File: src/rtl/medfilt_pkg.sv
// ----------------------------------------------------------------------------
// medfilt_pkg
// Shared definitions for the median receiver: FSM state encoding, default
// widths and the window clamp helper.
// No ports (package).
// ----------------------------------------------------------------------------
package medfilt_pkg;

   localparam int DW_DEF    = 16;
   localparam int DEPTH_DEF = 8;
   localparam int CW_DEF    = 4;

   typedef enum logic [1:0] {
      ST_IDLE   = 2'd0,
      ST_INSERT = 2'd1,
      ST_OUTPUT = 2'd2
   } state_t;

   // Effective window size: 0 behaves as 1, anything above depth as depth.
   function automatic int eff_win(input int cfg, input int depth);
      if (cfg == 0)
         return 1;
      else if (cfg > depth)
         return depth;
      else
         return cfg;
   endfunction

endpackage

File: src/rtl/medfilt_sortins.sv
// ----------------------------------------------------------------------------
// medfilt_sortins
// DEPTH-entry ascending sorted buffer with single-cycle insertion.
// Ports:
//   clk       in   system clock
//   rst_n     in   asynchronous active-low reset (entries cleared)
//   ins_en    in   insert ins_data this cycle
//   ins_data  in   value to insert
//   count     in   number of occupied entries before the insert
//   buffer    out  all entries packed, entry i at [i*DW +: DW]
// ----------------------------------------------------------------------------
module medfilt_sortins
   import medfilt_pkg::*;
#(
   parameter int DW    = DW_DEF,
   parameter int DEPTH = DEPTH_DEF,
   parameter int CW    = CW_DEF
) (
   input  logic                  clk,
   input  logic                  rst_n,
   input  logic                  ins_en,
   input  logic [DW-1:0]         ins_data,
   input  logic [CW-1:0]         count,
   output logic [DEPTH*DW-1:0]   buffer
);

   logic [DW-1:0]    entry     [DEPTH];
   logic [DW-1:0]    entry_nxt [DEPTH];
   logic [DW-1:0]    prev      [DEPTH];
   logic [DEPTH-1:0] occupied;
   logic [DEPTH-1:0] greater;
   logic [DEPTH-1:0] shift_in;

   // Entries strictly greater than the new value move up one slot; equal
   // values stay put so the newcomer lands after them.
   always_comb begin
      for (int i = 0; i < DEPTH; i++) begin
         occupied[i] = (CW'(i) < count);
         greater[i]  = (entry[i] > ins_data);
      end
      shift_in[0] = 1'b0;
      prev[0]     = ins_data;
      for (int i = 1; i < DEPTH; i++) begin
         shift_in[i] = occupied[i-1] & greater[i-1];
         prev[i]     = entry[i-1];
      end
      for (int i = 0; i < DEPTH; i++) begin
         entry_nxt[i] = entry[i];
         if ((occupied[i] && greater[i]) || (CW'(i) == count))
            entry_nxt[i] = shift_in[i] ? prev[i] : ins_data;
      end
   end

   always_ff @(posedge clk or negedge rst_n) begin
      if (!rst_n) begin
         for (int i = 0; i < DEPTH; i++)
            entry[i] <= '0;
      end else if (ins_en) begin
         for (int i = 0; i < DEPTH; i++)
            entry[i] <= entry_nxt[i];
      end
   end

   always_comb begin
      for (int i = 0; i < DEPTH; i++)
         buffer[i*DW +: DW] = entry[i];
   end

endmodule

File: src/rtl/medfilt_rx.sv
// ----------------------------------------------------------------------------
// medfilt_rx
// Collects blocks of cfg_win measurements into a sorted buffer and emits the
// (lower) median of each block; blocks do not overlap.
// Ports:
//   clk                      in   system clock
//   rst_n                    in   asynchronous active-low reset
//   samplertop_medtop_start  in   one-cycle measurement strobe
//   samplertop_medtop_data   in   measurement, valid with strobe
//   ctrltop_medtop_clear     in   synchronous flush of block and overrun
//   cfg_win                  in   window size (0 -> 1, >DEPTH -> DEPTH)
//   medtop_ctrltop_valid     out  one-cycle median strobe
//   medtop_ctrltop_data      out  median, held until next valid
//   medtop_ctrltop_busy      out  high while not idle
//   medtop_ctrltop_overrun   out  sticky: a strobe arrived while busy
// ----------------------------------------------------------------------------
module medfilt_rx
   import medfilt_pkg::*;
#(
   parameter int DW    = DW_DEF,
   parameter int DEPTH = DEPTH_DEF,
   parameter int CW    = CW_DEF
) (
   input  logic            clk,
   input  logic            rst_n,
   input  logic            samplertop_medtop_start,
   input  logic [DW-1:0]   samplertop_medtop_data,
   input  logic            ctrltop_medtop_clear,
   input  logic [CW-1:0]   cfg_win,
   output logic            medtop_ctrltop_valid,
   output logic [DW-1:0]   medtop_ctrltop_data,
   output logic            medtop_ctrltop_busy,
   output logic            medtop_ctrltop_overrun
);

   state_t              state;
   state_t              state_nxt;
   logic [DW-1:0]       hold;
   logic [CW-1:0]       count;
   logic [CW-1:0]       count_inc;
   logic [CW-1:0]       win_r;
   logic [CW-1:0]       win_eff;
   logic [CW-1:0]       mid;
   logic                overrun;
   logic [DW-1:0]       data_r;
   logic [DW-1:0]       median;
   logic                ins_en;
   logic [DEPTH*DW-1:0] buffer;

   assign win_eff   = CW'(eff_win(int'(cfg_win), DEPTH));
   assign count_inc = count + CW'(1);
   assign mid       = (win_r - CW'(1)) >> 1;
   assign ins_en    = (state == ST_INSERT) && !ctrltop_medtop_clear;

   medfilt_sortins #(
      .DW    (DW),
      .DEPTH (DEPTH),
      .CW    (CW)
   ) u_sortins (
      .clk      (clk),
      .rst_n    (rst_n),
      .ins_en   (ins_en),
      .ins_data (hold),
      .count    (count),
      .buffer   (buffer)
   );

   always_comb begin
      median = '0;
      for (int i = 0; i < DEPTH; i++)
         if (CW'(i) == mid)
            median = buffer[i*DW +: DW];
   end

   // State register
   always_ff @(posedge clk or negedge rst_n) begin
      if (!rst_n)
         state <= ST_IDLE;
      else
         state <= state_nxt;
   end

   // Next-state logic
   always_comb begin
      state_nxt = state;
      if (ctrltop_medtop_clear) begin
         state_nxt = ST_IDLE;
      end else begin
         case (state)
            ST_IDLE:   if (samplertop_medtop_start) state_nxt = ST_INSERT;
            ST_INSERT: state_nxt = (count_inc == win_r) ? ST_OUTPUT : ST_IDLE;
            ST_OUTPUT: state_nxt = ST_IDLE;
            default:   state_nxt = ST_IDLE;
         endcase
      end
   end

   // Outputs: the median is presented straight from the buffer during OUTPUT
   // and latched into data_r so it holds afterwards.
   always_comb begin
      medtop_ctrltop_busy    = (state != ST_IDLE);
      medtop_ctrltop_valid   = (state == ST_OUTPUT) && !ctrltop_medtop_clear;
      medtop_ctrltop_data    = medtop_ctrltop_valid ? median : data_r;
      medtop_ctrltop_overrun = overrun;
   end

   // Datapath and flags
   always_ff @(posedge clk or negedge rst_n) begin
      if (!rst_n) begin
         hold    <= '0;
         count   <= '0;
         win_r   <= '0;
         overrun <= 1'b0;
         data_r  <= '0;
      end else if (ctrltop_medtop_clear) begin
         count   <= '0;
         overrun <= 1'b0;
      end else begin
         if (samplertop_medtop_start && (state != ST_IDLE))
            overrun <= 1'b1;
         case (state)
            ST_IDLE: begin
               if (samplertop_medtop_start) begin
                  hold <= samplertop_medtop_data;
                  // Window is sampled only at the first sample of a block.
                  if (count == '0)
                     win_r <= win_eff;
               end
            end
            ST_INSERT: count <= count_inc;
            ST_OUTPUT: begin
               count  <= '0;
               data_r <= median;
            end
            default: ;
         endcase
      end
   end

endmodule
File: config.mk
export PLATFORM = sky130hd
export DESIGN_NAME = medfilt_rx
export DESIGN_NICKNAME = d
export VERILOG_FILES = /design/src/rtl/medfilt_pkg.sv /design/src/rtl/medfilt_sortins.sv /design/src/rtl/medfilt_rx.sv
export SDC_FILE = /design/constraint.sdc
export NUM_CORES = 1
export LEC_CHECK = 0
export ABC_AREA = 1
export CAP_MARGIN = 15
export CORE_ASPECT_RATIO = 1.1
export CORE_MARGIN = 2
export CORE_UTILIZATION = 30
export CTS_BUF_LIST = sky130_fd_sc_hd__clkbuf_4 sky130_fd_sc_hd__clkbuf_8 sky130_fd_sc_hd__clkbuf_16
export DETAILED_ROUTE_END_ITERATION = 10
export PLACE_DENSITY_LB_ADDON = 0.15
export RECOVER_POWER = 25
export SLEW_MARGIN = 30
export SYNTH_ARGS = -nofsm -noshare
export SYNTH_HDL_FRONTEND = slang
export SYNTH_SLANG_ARGS = --single-unit
File: constraint.sdc
create_clock -name clk -period 6.3 [get_ports clk]
set_input_delay 0.63 -clock clk [delete_from_list [all_inputs] [get_ports clk]]
set_output_delay 0.63 -clock clk [all_outputs]
set_load 0.005 [all_outputs]
==> impl_metrics.toml, run 1 <==
[global_routing]
gr-usage-all-layers = 0.2127
antenna_found_initial = 0
grt_pass1_wl_um = 70070
grt.overflow.total = 0
grt_max_degree = 74
grt_pass1_vias = 11885

[detailed_routing]
firstDrtPassIters = 5
wirelength_um = 43830
ant_nets = 0
num_vias = 11962
drt_iter0_drc = 861
routed_via_density = 5.005
routedWlPerCell_um = 18.34
route.detailed.drc = 0

[synth]
yosysSeqAreaShare = 0.3402
synth_cell_types = 34
synth-warning-count = 0
syn_inst = 1824
syn_nets = 1980
synth_seq_cells = 171
synth_edf_count = 0
mappedNetlistArea_sq_mm = 0.01258
synth_ff_type = "dfrtp_1"
synthArstFlopShare = 1.000
synth_area_per_cell_sq_um = 6.897

[worst_setup_path]
reg2reg_from = "hold[4]"
worstSetupStartpointType = "register"
critPathKind = "reg2out"
cp-startpoint = "win_r[0]"
crit_path_max_fanout = 17
worst_ep_required_time_ps = 5670
cp.arrival_ps = 3800
crit_path_end_kind = "output pin"

[clock_tree]
clock-sinks = 171
hold_buffers = 0
clock_tree.root_cell = "clkbuf_16"
clockBufferDepth = 2
cts_made_buffers = 17
htreeDepth = 4
cts_tree = "built"
postCtsSetupBuffers = 0
clkLatencyLatePin_ps = 470
clkTransAtPathRegs_ps = 70
ctsResizeCount = 0

[placement]
port_buffers = 42
place_hpwl_um = 32690
place_congestion = 0.8468

[pwr]
power.density_mw_per_mm2 = 275.2
totalPowerFinal_mw = 3.869
ir_worst_vdd_uv = 173.9
total_leakage_power_nw = 7.592

[timing]
worstMarginPinSlew_ps = 4409
tns_ps = 0
final-setup-viol-count = 0
slew_headroom = -1.939
maxSlewViolCount = 74
period_minus_slack_ps = 4426
finClkSkew_ps = 19.90
hold_viol = 0
rsz0062_at_grt = "false"
period_share = 0.7026
fmax_mhz = 225.9

[outcome]
status = "complete, but fails checks"
failed_checks = "max-capacitance violations, max-slew violations"

[hold_path]
min_from = "data_r[9]"
hold_class = "reg2reg"

[layout]
area_growth_syn_to_layout_pct = 11.79
diodes = 0
drive_above_1_share = 0.04754
final_nets = 1973

[floorplanning]
die_area_sq_mm = 0.04359
die_height_um = 218.8
start_util = 0.3047
die_w_um = 199.2
rows = 78
core-area_sq_mm = 0.04128
ioPinCount = 43

[job]
maxCapViolCount = 1
-- through the flow --
step / hold WS, ps / cell area, sq um / setup slack (ps) / utilization / std cells
3_3_place_gp: 459.2 / 13410 / 2417 / 0.3248 / 2358
6_report: 478.2 / 14060 / 1874 / 0.3406 / 2390
5_1_grt: 482.5 / 14060 / 1145 / 0.3406 / 2390
4_1_cts: 229.4 / 14070 / 1847 / 0.3409 / 2390
3_5_place_dp: 462.8 / 13410 / 2366 / 0.3249 / 2358
2_1_floorplan: 334.4 / 12580 / 3893 / - / 1824
-- cell type report --
class                      instances  area [sq um]
clock buffer                      21         467.9
fill                            4441         27220
clock inverter                    11         188.9
multi-input combinational       1464          7522
timing repair buffer              52         485.5
sequential                       171          4279
tap                              560         700.7
inverter                         111         417.9
-- critical path, cell delays in order, from the launching register on --
cell	delay, ps
dfrtp_1	380
inv_2	70
ha_1	380
inv_1	140
nor2_4	450
inv_1	110
nor2_2	760
a21oi_1	180
nand4_1	190
nand2_1	80
nand2_1	70
clkdlybuf4s50_1	500
-- cell usage in the layout (no fill, tap or decap), types with 6 or more instances in the layout --
cell type,count
a21oi_1,78
buf_4,9
clkbuf_16,17
clkdlybuf4s50_1,40
dfrtp_1,171
ha_1,132
inv_1,105
nand2_1,833
nand2_2,13
nand3_1,156
nand4_1,56
nor2_1,81
nor2_4,6
o21ai_0,63
-- path summary, 6_finish.rpt --
path / to / depth (start not counted) / slack [ps]
max: medtop_ctrltop_data[14] / 11 / 1870
min: data_r[9] / 2 / 480
max reg2reg: u_sortins.buffer[26] / 13 / 2510
min reg2reg: data_r[9] / 2 / 480
max in group asynchronous: u_sortins.buffer[105] / 2 / 1970
min in group asynchronous: u_sortins.buffer[18] / 1 / 1730
-- Yosys cell counts (3+ instances only) --
cell,count,area share
buf_2,29,0.012
ha_1,132,0.13
o21a_1,4,0.0024
xor2_1,3,0.0021
a21oi_4,5,0.0065
nand4_1,56,0.028
a21oi_1,78,0.031
buf_4,7,0.0042
o22ai_1,5,0.0025
o21ai_0,63,0.025
dfrtp_1,171,0.34
nand2_1,834,0.25
inv_2,6,0.0018
nand2_4,5,0.0045
nor2_1,82,0.024
nor2_2,3,0.0015
a21o_1,4,0.0024
inv_1,104,0.031
nor2_4,6,0.0054
nor3_1,5,0.0020
clkbuf_1,39,0.012
nand2_2,12,0.0060
nand3_1,156,0.062
-- metal layers --
layer,vias to the layer above,track usage,wire length [um]
met2,280,0.3418,20090
met3,61,0.03179,1902
li1,5895,-,-
met4,0,0.07935,1291
met1,5726,0.2880,20540
met5,-,0,0
-- sequential cells by signal, indices dropped and copies added (netlist names) --
signal,flops
medtop_ctrltop_overrun,1
state,2
u_sortins.buffer,128
win_r,4
count,4
data_r,16
hold,16
-- report_power, final --
group	total (mW)	switching (mW)	internal (mW)
combinational	1.25	0.865	0.387
clock	1.24	0.504	0.734
sequential	1.38	0.172	1.21
total	3.87	1.54	2.33
-- kinds of logic (layout without fill, tap and decap cells) --
logic type	after synthesis	after routing	synth area share
AOI/OAI and AO/OA	163	163	0.07490
xor gates and xnor gates	5	5	0.003482
adders and majority gates	132	132	0.1313
buffers and inverters	189	195	0.06276
DFF	171	171	0.3402
and+or+nand+nor	1164	1164	0.3874
No activity file was read; power rests on OpenSTA's default activity.
==> run 2, diff against run 1 <==
clock period = 4.1 ns   (was 6.3 ns; I/O delays follow)
==> impl_metrics.toml, run 2 (synthesis gave the netlist of run 1 again) <==
[detailed_routing]
firstDrtPassIters = 7
num_vias = 12052
routed_via_density = 4.978
wirelength_um = 43750
drt_iter0_drc = 900
route.detailed.drc = 0
ant_nets = 0
routedWlPerCell_um = 18.07

[floorplanning]
start_util = 0.3047
die_height_um = 218.8
die_w_um = 199.2
rows = 78
core-area_sq_mm = 0.04128
die_area_sq_mm = 0.04359
ioPinCount = 43

[layout]
area_growth_syn_to_layout_pct = 12.74
final_nets = 2007
drive_above_1_share = 0.06394
fin_cells = 2421
diodes = 0
final_cell_mix = "834 x nand2_1, 171 x dfrtp_1, 156 x nand3_1, 132 x ha_1, 104 x inv_1"
largest_reg_flops = 128
final_common_cell = "nand2_1"

[worst_setup_path]
critPathKind = "reg2out"
crit_path_end_kind = "output pin"
slowest_delay_ps = 670
crit_path_max_fanout = 16
crit_buf_inv = 4
cp.arrival_ps = 3280
cp_cell_sequence = "inv_2 > ha_1 > inv_1 > nor2_4 > inv_1 > nor2_2 > a21oi_1 > nand4_1 > nand2_1 > nand2_1 > clkdlybuf4s50_1"
worstSetupStartpointType = "register"
worst_ep_required_time_ps = 3690
slowest_stage = "nor2_2"
path_delay_family = "simple AND/OR/NAND/NOR gates"

[placement]
place_hpwl_um = 32950
dp.cells = 2392
dp_slack_ps = 649.5
port_buffers = 42
place_congestion = 0.8485

[global_routing]
grt_pass1_wl_um = 69750
grt_pass1_vias = 11821
antenna_found_initial = 0
grt.overflow.total = 0
grt_max_degree = 88
gr-usage-all-layers = 0.2121

[clock_tree]
postCtsSetupBuffers = 0
clockBufferDepth = 2
ctsResizeCount = 0
cts_tree = "built"
clock-sinks = 171
htreeDepth = 4
clock_tree.root_cell = "clkbuf_16"
clkLatencyLatePin_ps = 450
hold_buffers = 0
clkTransAtPathRegs_ps = 70
cts_made_buffers = 17

[pwr]
ir_worst_vdd_uv = 330.3
totalPowerFinal_mw = 5.661
total_leakage_power_nw = 7.700
power.density_mw_per_mm2 = 399.1

[timing]
worstMarginPinSlew_ps = 2526
maxSlewViolCount = 88
finClkSkew_ps = 12.82
tns_ps = 0
fmax_mhz = 270.7
period_share = 0.9010
hold_viol = 0
slew_headroom = -0.6839
rsz0062_at_grt = "false"
final-setup-viol-count = 0
period_minus_slack_ps = 3694
fin_ws_ps = 406.0
finalHoldWorstSlack_ps = 480.7

[hold_path]
hold_class = "reg2reg"

[job]
maxCapViolCount = 1

[outcome]
failed_checks = "max-capacitance violations, max-slew violations"
status = "complete, but fails checks"
==> run 2: per-layer routing <==
| metal | share of wire | vias up | track usage |
|---|---|---|---|
| met3 | 0.048 | 56 | 0.02670 |
| met2 | 0.46 | 316 | 0.3448 |
| li1 | - | 5967 | - |
| met5 | 0 | - | 0 |
| met1 | 0.47 | 5713 | 0.2929 |
| met4 | 0.023 | 0 | 0.06318 |
==> run 2: tightest hold or removal path: stages (launching register included) <==
cell     delay, ps
dfrtp_1        330
nand2_1         50
nand2_1         70
==> run 2: final timing paths <==
check,slack (ps),cells past startpoint,from,to
setup / recovery,410,11,win_r[1],medtop_ctrltop_data[9]
hold / removal,480,2,data_r[14],data_r[14]
setup reg to reg,570,10,hold[9],u_sortins.buffer[3]
hold reg to reg,480,2,data_r[14],data_r[14]
max in group asynchronous,1270,2,rst_n,hold[9]
min in group asynchronous,720,1,rst_n,u_sortins.buffer[4]
==> run 2: cell type report <==
class | instances | area (sq um)
clock buffers | 21 | 467.9
well taps | 560 | 700.7
inverters | 111 | 417.9
repair buffers | 86 | 754.5
fillers | 4456 | 27100
multi-input cells | 1464 | 7513
flip-flops and latches | 171 | 4279
clock inverters | 8 | 48.80
==> run 2: power breakdown <==
group / internal (mW) / total (mW) / switching (mW) / leakage [nW]
clock network: 0.806 / 1.54 / 0.734 / 0.257
logic: 0.651 / 2.04 / 1.39 / 5.13
registers: 1.86 / 2.08 / 0.227 / 2.31
total: 3.31 / 5.66 / 2.35 / 7.70
==> run 2: through the flow <==
step | cell area (sq um) | utilization
after floorplan | 12580 | -
after global placement | 13680 | 0.3313
after detailed placement | 13680 | 0.3313
after CTS | 14190 | 0.3438
after global routing | 14180 | 0.3435
final | 14180 | 0.3435
==> run 3, diff against run 2 <==
PLACE_DENSITY = 0.54   (was default)
PLACE_DENSITY_LB_ADDON = default   (was 0.15)
==> impl_metrics.toml, run 3 (synthesis gave the netlist of run 1 again) <==
[detailed_routing]
routedWlPerCell_um = 17.12
drt_iter0_drc = 1035
firstDrtPassIters = 5
routed_via_density = 5.023
num_vias = 12141
wirelength_um = 41370
route.detailed.drc = 0
ant_nets = 0

[timing]
period_share = 0.9019
period_minus_slack_ps = 3698
finalHoldWorstSlack_ps = 476.2
slew_headroom = -0.8471
tns_ps = 0
final-setup-viol-count = 0
worstMarginPinSlew_ps = 2771
maxSlewViolCount = 98
hold_viol = 0
rsz0062_at_grt = "false"
finClkSkew_ps = 14.43
fmax_mhz = 270.4

[worst_setup_path]
slowest_stage = "nor2_2"
crit_path_max_fanout = 16
cp_cell_sequence = "inv_2 > ha_1 > inv_1 > nor2_4 > inv_1 > nor2_2 > a21oi_1 > nand4_1 > nand2_1 > nand2_1 > clkdlybuf4s50_1"
slowest_delay_ps = 680
critPathKind = "reg2out"
worst_ep_required_time_ps = 3690
worstReg2RegEnd = "u_sortins.buffer[59]"
worstSetupStartpointType = "register"
reg2reg_from = "hold[13]"
crit_path_end_kind = "output pin"
cp.arrival_ps = 3290
worst_r2r_path_depth = 12
r2r_slack_ps = 750

[pwr]
p_comb_frac = 0.352
p_clk_frac = 0.284
power.density_mw_per_mm2 = 401.9
sw_frac_of_total = 0.4063
netSwitchingPower_mw = 2.314
totalPowerFinal_mw = 5.694
intPower_mw = 3.380
ir_worst_vdd_uv = 315.2
seq_power_share = 0.363
total_leakage_power_nw = 7.687

[global_routing]
grt.overflow.total = 0
antenna_found_initial = 0
grt_max_degree = 98
gr-usage-all-layers = 0.1984
grt_pass1_vias = 11913
grt_pass1_wl_um = 66470

[clock_tree]
htreeDepth = 4
clock_tree.root_cell = "clkbuf_16"
hold_buffers = 0
clock-sinks = 171
cts_made_buffers = 17
clockBufferDepth = 2
clkTransAtPathRegs_ps = 80
cts_tree = "built"
clkLatencyLatePin_ps = 460
postCtsSetupBuffers = 0
ctsResizeCount = 0

[outcome]
status = "complete, but fails checks"
failed_checks = "max-capacitance violations, max-slew violations"

[floorplanning]
rows = 78
die_w_um = 199.2
core-area_sq_mm = 0.04128
ioPinCount = 43
start_util = 0.3047
die_height_um = 218.8
die_area_sq_mm = 0.04359

[hold_path]
min_to = "data_r[12]"
min_from = "data_r[12]"
hold_class = "reg2reg"
whs_path_depth = 2

[layout]
drive_above_1_share = 0.06247
largest_reg_flops = 128
area_growth_syn_to_layout_pct = 12.63
final_common_cell = "nand2_1"
diodes = 0
final_cell_mix = "834 x nand2_1, 171 x dfrtp_1, 156 x nand3_1, 132 x ha_1, 104 x inv_1"
final_nets = 2000

[placement]
place_congestion = 0.8696
place_hpwl_um = 30650
port_buffers = 42

[job]
maxCapViolCount = 1
run 3: cell count changes in the layout (fill, tap and decap cells not counted):
cell and delta:
clkinv_4 +2, dlygate4sd3_1 -1, clkdlybuf4s50_1 +1, clkbuf_1 -1, buf_4 -5, bufinv_16 +1
buf_12 -1
run 3: worst max-delay path by stage:
stage / from / to / slack [ps] / depth (start not counted)
after floorplan: hold[15] / u_sortins.buffer[102] / 1830 / 15
after global placement: hold[13] / u_sortins.buffer[59] / 890 / 12
after detailed placement: hold[13] / u_sortins.buffer[62] / 840 / 12
after CTS: win_r[1] / medtop_ctrltop_data[8] / 430 / 11
after global routing: win_r[1] / medtop_ctrltop_data[2] / 140 / 11
final: win_r[1] / medtop_ctrltop_data[8] / 400 / 11
run 3: area by class of cell:
class	count	area, sq um
fill	4427	27110
tap	560	700.7
clock buffer	21	467.9
inverter	111	417.9
clock inverter	11	96.34
sequential	171	4279
multi-input combinational	1464	7513
timing repair buffer	79	693.2
run 3: worst max-delay path, delay by kind of cell, from the launching register on:
kind,cells,cell delay [ps]
flip-flops,1,380
AO/OA/AOI/OAI,1,150
buffers and inverters,4,760
adder cells (fa/ha/maj),1,350
AND/OR/NAND/NOR,5,1180
run 3: routing by layer:
metal,track usage,up-vias,share of wire
met3,0.02222,90,0.044
met5,0,-,0
met4,0.09254,0,0.036
met2,0.3102,346,0.45
li1,-,5953,-
met1,0.2732,5752,0.47
run 3: power groups by stage:
| stage | Clock (mW) | Sequential [mW] | Combinational (mW) |
|---|---|---|---|
| final | 1.62 | 2.07 | 2.01 |
| after global routing | 1.72 | 2.09 | 2.27 |
| after CTS | 1.64 | 2.07 | 2.00 |
| after detailed placement | 0 | 2.10 | 1.99 |
| after global placement | 0 | 2.09 | 1.96 |
| after floorplan | 0 | 2.00 | 1.35 |
run 3: metrics by stage:
stage	cell area, sq um	instances	setup slack [ps]	util
after floorplan	12580	1824	1832	-
after global placement	13610	2385	893.7	0.3297
after detailed placement	13610	2385	841.0	0.3298
after CTS	14180	2417	428.6	0.3435
after global routing	14170	2417	137.0	0.3432
final	14170	2417	402.4	0.3432
